==> config.mk <==
export PLATFORM = sky130hd
export DESIGN_NAME = ldl_fifo_stream_reader_flat
export DESIGN_NICKNAME = d
export VERILOG_FILES = /design/src/rtl/ldl_fifo_stream_reader_pkg.sv /design/src/rtl/ldl_fifo_stream_reader_if.sv /design/src/rtl/ldl_fifo_stream_reader_buf.sv /design/src/rtl/ldl_fifo_stream_reader.sv /design/src/flat_wrapper.sv
export SDC_FILE = /design/constraint.sdc
export NUM_CORES = 1
export LEC_CHECK = 0
export ABC_AREA = 1
export BUFFER_PORTS_ARGS = -buffer_cell sky130_fd_sc_hd__buf_2
export CAP_MARGIN = 20
export CORE_MARGIN = 10
export CORE_UTILIZATION = 55
export DETAILED_ROUTE_END_ITERATION = 8
export PLACE_DENSITY = 0.8
export SLEW_MARGIN = 20
export SYNTH_ARGS = -nofsm -noshare
export SYNTH_HDL_FRONTEND = slang
export SYNTH_HIERARCHICAL = 1
export SYNTH_SLANG_ARGS = --single-unit
==> constraint.sdc <==
create_clock -name clk -period 2.75 [get_ports clk]
set_input_delay 0.1375 -clock clk [delete_from_list [all_inputs] [get_ports clk]]
set_output_delay 0.1375 -clock clk [all_outputs]
set_load 0.05 [all_outputs]
==> src/rtl/ldl_fifo_stream_reader_pkg.sv <==
// Shared constants and elaboration helpers for the LDL FIFO stream reader slice.
package ldl_fifo_pkg;

    // Largest FIFO read latency the reader is built to hide.
    localparam int unsigned RL_MAX = 4;

    // Bits needed to hold a count from 0 to n inclusive (never less than 1).
    function automatic int unsigned clog2_p1(input int unsigned n);
        int unsigned w;
        w = 1;
        while ((64'd1 << w) <= 64'(n)) w = w + 1;
        return w;
    endfunction

    // The output buffer must absorb every word that can be in flight plus the one
    // being requested, otherwise the credit rule cannot hold.
    function automatic bit buf_depth_ok(input int unsigned buf_words, input int unsigned rl);
        return buf_words >= rl + 1;
    endfunction

endpackage

==> src/rtl/ldl_fifo_stream_reader_if.sv <==
// FIFO read port plus valid/ready stream, seen from the reader (master) or its environment (slave).
interface ldl_fifo_stream_reader_if
    import ldl_fifo_pkg::*;
#(
    parameter int unsigned DW  = 8,
    parameter int unsigned BUF = 2
);
    localparam int unsigned LW = clog2_p1(BUF);

    logic          fifo_empty;
    logic          fifo_re;
    logic [DW-1:0] fifo_dout;
    logic          m_valid;
    logic          m_ready;
    logic [DW-1:0] m_data;
    logic [LW-1:0] level;

    modport master (
        input  fifo_empty, fifo_dout, m_ready,
        output fifo_re, m_valid, m_data, level
    );

    modport slave (
        output fifo_empty, fifo_dout, m_ready,
        input  fifo_re, m_valid, m_data, level
    );

endinterface

==> src/rtl/ldl_fifo_stream_reader_buf.sv <==
// Circular register buffer: push at tail, pop at head, occupancy count, any depth >= 1.
module ldl_stream_buf
    import ldl_fifo_pkg::*;
#(
    parameter int unsigned DW    = 8,
    parameter int unsigned DEPTH = 2
) (
    input  logic                         clk,
    input  logic                         rst_n,
    input  logic                         clr,
    input  logic                         push,
    input  logic [DW-1:0]                push_data,
    input  logic                         pop,
    output logic [clog2_p1(DEPTH)-1:0]   occ,
    output logic [DW-1:0]                head
);
    localparam int unsigned PW = (DEPTH > 1) ? $clog2(DEPTH) : 1;
    localparam int unsigned OW = clog2_p1(DEPTH);
    localparam logic [PW-1:0] PTR_LAST = PW'(DEPTH - 1);

    logic [DW-1:0] mem_q [DEPTH];
    logic [DW-1:0] mem_d [DEPTH];
    logic [PW-1:0] wr_ptr_q, wr_ptr_d;
    logic [PW-1:0] rd_ptr_q, rd_ptr_d;
    logic [OW-1:0] occ_q, occ_d;
    logic          do_push, do_pop;

    // Next pointers/occupancy; pointers wrap by compare-and-clear so DEPTH need not be a power of 2.
    always_comb begin
        mem_d    = mem_q;
        wr_ptr_d = wr_ptr_q;
        rd_ptr_d = rd_ptr_q;
        occ_d    = occ_q;
        do_pop   = pop && (occ_q != '0);
        // A push into a full buffer is accepted only when the head leaves on the same edge.
        do_push  = push && ((occ_q != OW'(DEPTH)) || do_pop);
        if (clr) begin
            wr_ptr_d = '0;
            rd_ptr_d = '0;
            occ_d    = '0;
        end else begin
            if (do_push) begin
                mem_d[wr_ptr_q] = push_data;
                wr_ptr_d = (wr_ptr_q == PTR_LAST) ? '0 : wr_ptr_q + 1'b1;
            end
            if (do_pop) begin
                rd_ptr_d = (rd_ptr_q == PTR_LAST) ? '0 : rd_ptr_q + 1'b1;
            end
            case ({do_push, do_pop})
                2'b10:   occ_d = occ_q + 1'b1;
                2'b01:   occ_d = occ_q - 1'b1;
                default: occ_d = occ_q;
            endcase
        end
    end

    // Storage and pointer registers; contents cleared on reset so the head reads zero.
    always_ff @(posedge clk or negedge rst_n) begin
        if (!rst_n) begin
            for (int unsigned i = 0; i < DEPTH; i++) mem_q[i] <= '0;
            wr_ptr_q <= '0;
            rd_ptr_q <= '0;
            occ_q    <= '0;
        end else begin
            mem_q    <= mem_d;
            wr_ptr_q <= wr_ptr_d;
            rd_ptr_q <= rd_ptr_d;
            occ_q    <= occ_d;
        end
    end

    assign occ  = occ_q;
    assign head = mem_q[rd_ptr_q];

endmodule

==> src/rtl/ldl_fifo_stream_reader.sv <==
// Read-side master for LDL synchronous FIFOs: issues reads on credit, absorbs the
// fixed read latency in a small buffer and presents the words as a valid/ready stream.
module ldl_fifo_stream_reader
    import ldl_fifo_pkg::*;
#(
    parameter int unsigned DW  = 8,
    parameter int unsigned RL  = 1,
    parameter int unsigned BUF = 2
) (
    input  logic                       clk,
    input  logic                       rst_n,
    input  logic                       flush,
    ldl_fifo_stream_reader_if.master   bus
);
    localparam int unsigned OW = clog2_p1(BUF);
    localparam int unsigned IW = clog2_p1(RL);
    localparam int unsigned SW = clog2_p1(BUF + RL + 1);

    generate
        if (RL < 1 || RL > RL_MAX) begin : g_bad_rl
            $error("ldl_fifo_stream_reader: RL=%0d outside 1..%0d", RL, RL_MAX);
        end
        if (!buf_depth_ok(BUF, RL)) begin : g_bad_buf
            $error("ldl_fifo_stream_reader: BUF=%0d must be >= RL+1 (RL=%0d)", BUF, RL);
        end
    endgenerate

    logic [RL-1:0] re_pipe_q, re_pipe_d;
    logic [IW-1:0] infl;
    logic [SW-1:0] credit_sum;
    logic [OW-1:0] occ;
    logic [DW-1:0] head;
    logic          pop;
    logic          ret;
    logic          re;

    // Count reads still travelling through the FIFO's read pipeline.
    always_comb begin
        infl = '0;
        for (int unsigned i = 0; i < RL; i++) infl = infl + IW'(re_pipe_q[i]);
    end

    // Credit check and in-flight pipe update. Buffered plus in-flight words, less the one
    // leaving this cycle, must stay below BUF, so every returning word finds a free slot.
    always_comb begin
        pop        = (occ != '0) && bus.m_ready;
        credit_sum = SW'(occ) + SW'(infl) - SW'(pop);
        re         = rst_n && !bus.fifo_empty && !flush && (credit_sum < SW'(BUF));
        ret        = re_pipe_q[RL-1];
        re_pipe_d  = '0;
        if (!flush) begin
            re_pipe_d[0] = re;
            for (int unsigned i = 1; i < RL; i++) re_pipe_d[i] = re_pipe_q[i-1];
        end
    end

    // In-flight read tracking; flush forgets every outstanding read.
    always_ff @(posedge clk or negedge rst_n) begin
        if (!rst_n) re_pipe_q <= '0;
        else        re_pipe_q <= re_pipe_d;
    end

    ldl_stream_buf #(
        .DW    (DW),
        .DEPTH (BUF)
    ) u_buf (
        .clk       (clk),
        .rst_n     (rst_n),
        .clr       (flush),
        .push      (ret && !flush),
        .push_data (bus.fifo_dout),
        .pop       (pop && !flush),
        .occ       (occ),
        .head      (head)
    );

    assign bus.fifo_re = re;
    assign bus.m_valid = (occ != '0);
    assign bus.m_data  = head;
    assign bus.level   = occ;

endmodule

==> src/flat_wrapper.sv <==
// flat-port wrapper written by rule: the top's interface ports become plain ports
module ldl_fifo_stream_reader_flat import ldl_fifo_pkg::*;
#(
    parameter int unsigned DW  = 8,
    parameter int unsigned RL  = 1,
    parameter int unsigned BUF = 2
)
  (clk, rst_n, flush, bus_fifo_empty, bus_fifo_dout, bus_m_ready, bus_fifo_re, bus_m_valid, bus_m_data, bus_level);
  ldl_fifo_stream_reader_if #(.DW(DW), .BUF(BUF)) bus_i ();
  input  logic clk;
  input  logic rst_n;
  input  logic flush;
  input wire logic [$bits(bus_i.fifo_empty)-1:0] bus_fifo_empty;
  input wire logic [$bits(bus_i.fifo_dout)-1:0] bus_fifo_dout;
  input wire logic [$bits(bus_i.m_ready)-1:0] bus_m_ready;
  output wire logic [$bits(bus_i.fifo_re)-1:0] bus_fifo_re;
  output wire logic [$bits(bus_i.m_valid)-1:0] bus_m_valid;
  output wire logic [$bits(bus_i.m_data)-1:0] bus_m_data;
  output wire logic [$bits(bus_i.level)-1:0] bus_level;
  assign bus_i.fifo_empty = bus_fifo_empty;
  assign bus_i.fifo_dout = bus_fifo_dout;
  assign bus_i.m_ready = bus_m_ready;
  assign bus_fifo_re = bus_i.fifo_re;
  assign bus_m_valid = bus_i.m_valid;
  assign bus_m_data = bus_i.m_data;
  assign bus_level = bus_i.level;
  ldl_fifo_stream_reader #(.DW(DW), .RL(RL), .BUF(BUF)) u_core (.clk(clk), .rst_n(rst_n), .flush(flush), .bus(bus_i));
endmodule
==> summary.txt <==
Yosys
  • Register area share after synthesis: 45.1%
  • Mapped cell area: 1170 sq um
  • Yosys reg bits: 21
  • Compound-Gate Fraction of Synth Area: 12.9%
  • Yosys synthesis warning count: 6
  • Post-Synthesis Cells: 142
  • Post-synthesis adder-cell area fraction: 2.79%
  • Post-synthesis mux area share: 0%
  • Cell variety after synth: 19
  • Synth Net Count: 157
  • Post-Synth Simple-Gate Area: 29.8%
  • Synth Area per Inst: 8.21 sq um
  • Post-Synth XOR/XNOR Area: 0%
  • Main combinational cell family by area after synthesis: simple AND/OR/NAND/NOR gates

Critical path
  • Crit-path cells: nor2_2 > nor2_1 > ha_1 > inv_1 > nand2_1 > fa_1 > nand2_1 > inv_1 > nand2_1 > nor2_2 > buf_2
  • Crit. End Element: output pin
  • Critical path class: reg -> out
  • Crit path max-delay cell type: dfrtp_2
  • Worst EP arrival: 2.40 ns
  • Crit path max fanout: 9
  • Largest stage delay on the critical path: 0.50 ns
  • Worst endpoint required time: 2.61 ns
  • Startpoint Class: register
  • CP dominant cell by count: nand2_1

Timing
  • Setup Skew: 0.0139 ns
  • Sum of negative setup slack: 0 ns
  • RSZ-0062 raised after global routing: false
  • FMAX: 394 MHz
  • Slew headroom: 60.4%
  • Final period utilization: 92.3%
  • Pins Over Slew Limit: 0
  • Worst-margin pin slew: 0.592 ns
  • Final Setup Violations: 0
  • Minimum clock period: 2.54 ns
  • Final Hold Viols: 0

Detailed routing
  • Drt pass-1 iters: 4
  • Residual DRC count: 0
  • Final ANT Viol Nets: 0
  • Final WL: 2.24 mm
  • 1st-iter DRT viols: 50
  • Number of vias per cell: 4.78
  • Via count: 933
  • Avg WL per Cell: 11.5 um

Clock network
  • Setup Fix Bufs, Post-CTS: 0
  • Root Driver: clkbuf_4
  • Clock Path Buffers: 2
  • CTS sink count: 21
  • Clock Latency Late Sink: 0.30 ns
  • Reg clk slew, reported paths: 0.12 ns
  • CTS tree: done
  • Total number of H-tree levels: 1
  • Num CTS Buffers: 3

Floorplanning
  • Starting Density: 58.8%
  • Die area: 4360 sq um
  • # IOs: 25
  • Core area: 1980 sq um
  • Rows: 16
  • DIE WIDTH: 66.0 um
  • Die height: 66.0 um

Finish
  • Commonest non-fill, non-tap cell in the layout: nand2_1
  • Final net count: 184
  • Filler instances: 179
  • Area growth from synthesis to layout: 14.6%
  • Share of cells above drive strength 1: 31.5%
  • Design area: 1340 sq um
  • N_diodes: 0
  • Most frequent cells in the layout: 55 x nand2_1, 24 x buf_2, 20 x inv_1, 20 x dfrtp_1, 16 x o21ai_2

Global routing
  • Global-route wire length before repair: 3.75 mm
  • Antenna violations before repair: 0
  • Vias in the first global route: 883
  • Overflow after GRT: 0
  • Pin count of the biggest net entering global routing: 23
  • Gr usage total: 10.6%

Worst hold path
  • Worst hold path type: in -> reg

Placement
  • Placement-stage cell area: 1290 sq um
  • GPL Wtd Cong: 0.732
  • PortBufs: 24
  • Dpl hpwl: 1.69 mm

Job
  • MaxCap Viol Count: 0

Pwr
  • Static leakage: 0.000738 uW
  • Peak VDD IR: 424 uV
  • Power Density: 668 nW/um^2

Outcome
  • Status: finished clean
-- metal layers --
layer	global-route usage, %	share of wire (%)	wire length, um
met1	11.9	41	921
met2	18.5	52	1170
met3	3.73	6.1	136
met4	3.14	0.36	8
met5	0	0	0
-- worst max-delay path, delay by kind of cell, from the launching register on --
| family | cells | cell delay [ns] |
|---|---|---|
| adders and majority gates | 2 | 0.76 |
| buffers and inverters | 3 | 0.37 |
| DFF | 1 | 0.50 |
| and+or+nand+nor | 6 | 0.46 |
-- through the flow --
stage	instances	hold slack [ns]	utilization [%]	power, uW	worst slack [ns]
4_1_cts	195	0.0887	67.2	903	0.104
5_1_grt	195	0.0942	67.4	950	0.0118
3_5_place_dp	190	0.120	65.3	755	0.456
2_1_floorplan	142	-0.158	-	671	0.185
3_3_place_gp	190	0.121	65.3	743	0.526
6_report	195	0.0989	67.4	893	0.213
-- power by group --
group          switching, uW  internal (uW)  leakage [uW]
Combinational            263           94.5      0.000441
Sequential              31.9            356      0.000279
Clock                   93.1           54.2     0.0000177
Total                    388            505      0.000738
-- final timing paths --
| kind | start | endpoint | slack [ns] | cells after the start |
|---|---|---|---|---|
| worst min-delay path | bus_fifo_dout[4] | u_core/u_buf/mem_q[4] | 0.1 | 3 |
| worst max register to register | u_core/u_buf/occ[1] | u_core/re_pipe_q | 0.84 | 10 |
| worst max-delay path | u_core/u_buf/occ[1] | bus_fifo_re | 0.21 | 11 |
| min in group asynchronous | rst_n | u_core/u_buf/mem_q[10] | 0.30 | 2 |
| worst min register to register | u_core/u_buf/mem_q[3] | u_core/u_buf/mem_q[3] | 0.49 | 2 |
| max in group asynchronous | rst_n | u_core/u_buf/occ[1] | 2.09 | 2 |
-- synthesized netlist by cell type (all sizes together) --
master / instances / share of area (%)
fa: 1 / 1.7
nor3: 1 / 0.43
inv: 21 / 6.8
nand3: 7 / 5.1
nand4: 3 / 2.9
buf: 3 / 2.4
ha: 1 / 1.1
dfrtp: 21 / 45
o21ai: 17 / 12
clkinv: 1 / 0.32
nor2: 8 / 2.6
nand2: 57 / 19
a21oi: 1 / 0.43
-- registers in the layout (all words and copies together), names as in the netlist --
| register | count |
|---|---|
| u_core/u_buf/mem_q | 16 |
| u_core/u_buf/occ | 2 |
| u_core/u_buf/wr_ptr_q | 1 |
| u_core/re_pipe_q | 1 |
| u_core/u_buf/rd_ptr_q | 1 |
-- kinds of logic (layout without fill, tap and decap cells) --
| logic type | count (synthesis) | in the layout |
|---|---|---|
| compound gates | 18 | 18 |
| fa+ha+maj | 2 | 2 |
| buf+inv | 25 | 51 |
| flops | 21 | 21 |
| simple gates | 76 | 76 |
-- final cells by class --
| cell class | count | area [sq um] | share of cell area (%) |
|---|---|---|---|
| Multi-Input combinational cell | 96 | 536 | 40.1 |
| Clock buffer | 3 | 22.5 | 1.69 |
| Timing Repair Buffer | 25 | 130 | 9.74 |
| Sequential cell | 21 | 527 | 39.4 |
| Tap cell | 27 | 33.8 | 2.53 |
| Inverter | 22 | 82.6 | 6.18 |
| Clock inverter | 1 | 5.00 | 0.375 |
-- repair_timing --
item,in CTS,in global routing
hold buffers,1,0
endpoints found under the hold margin,21,0
resized for setup,0,2
endpoints found under the setup margin,0,1
Note: power is estimated with default switching activity, not from simulation.
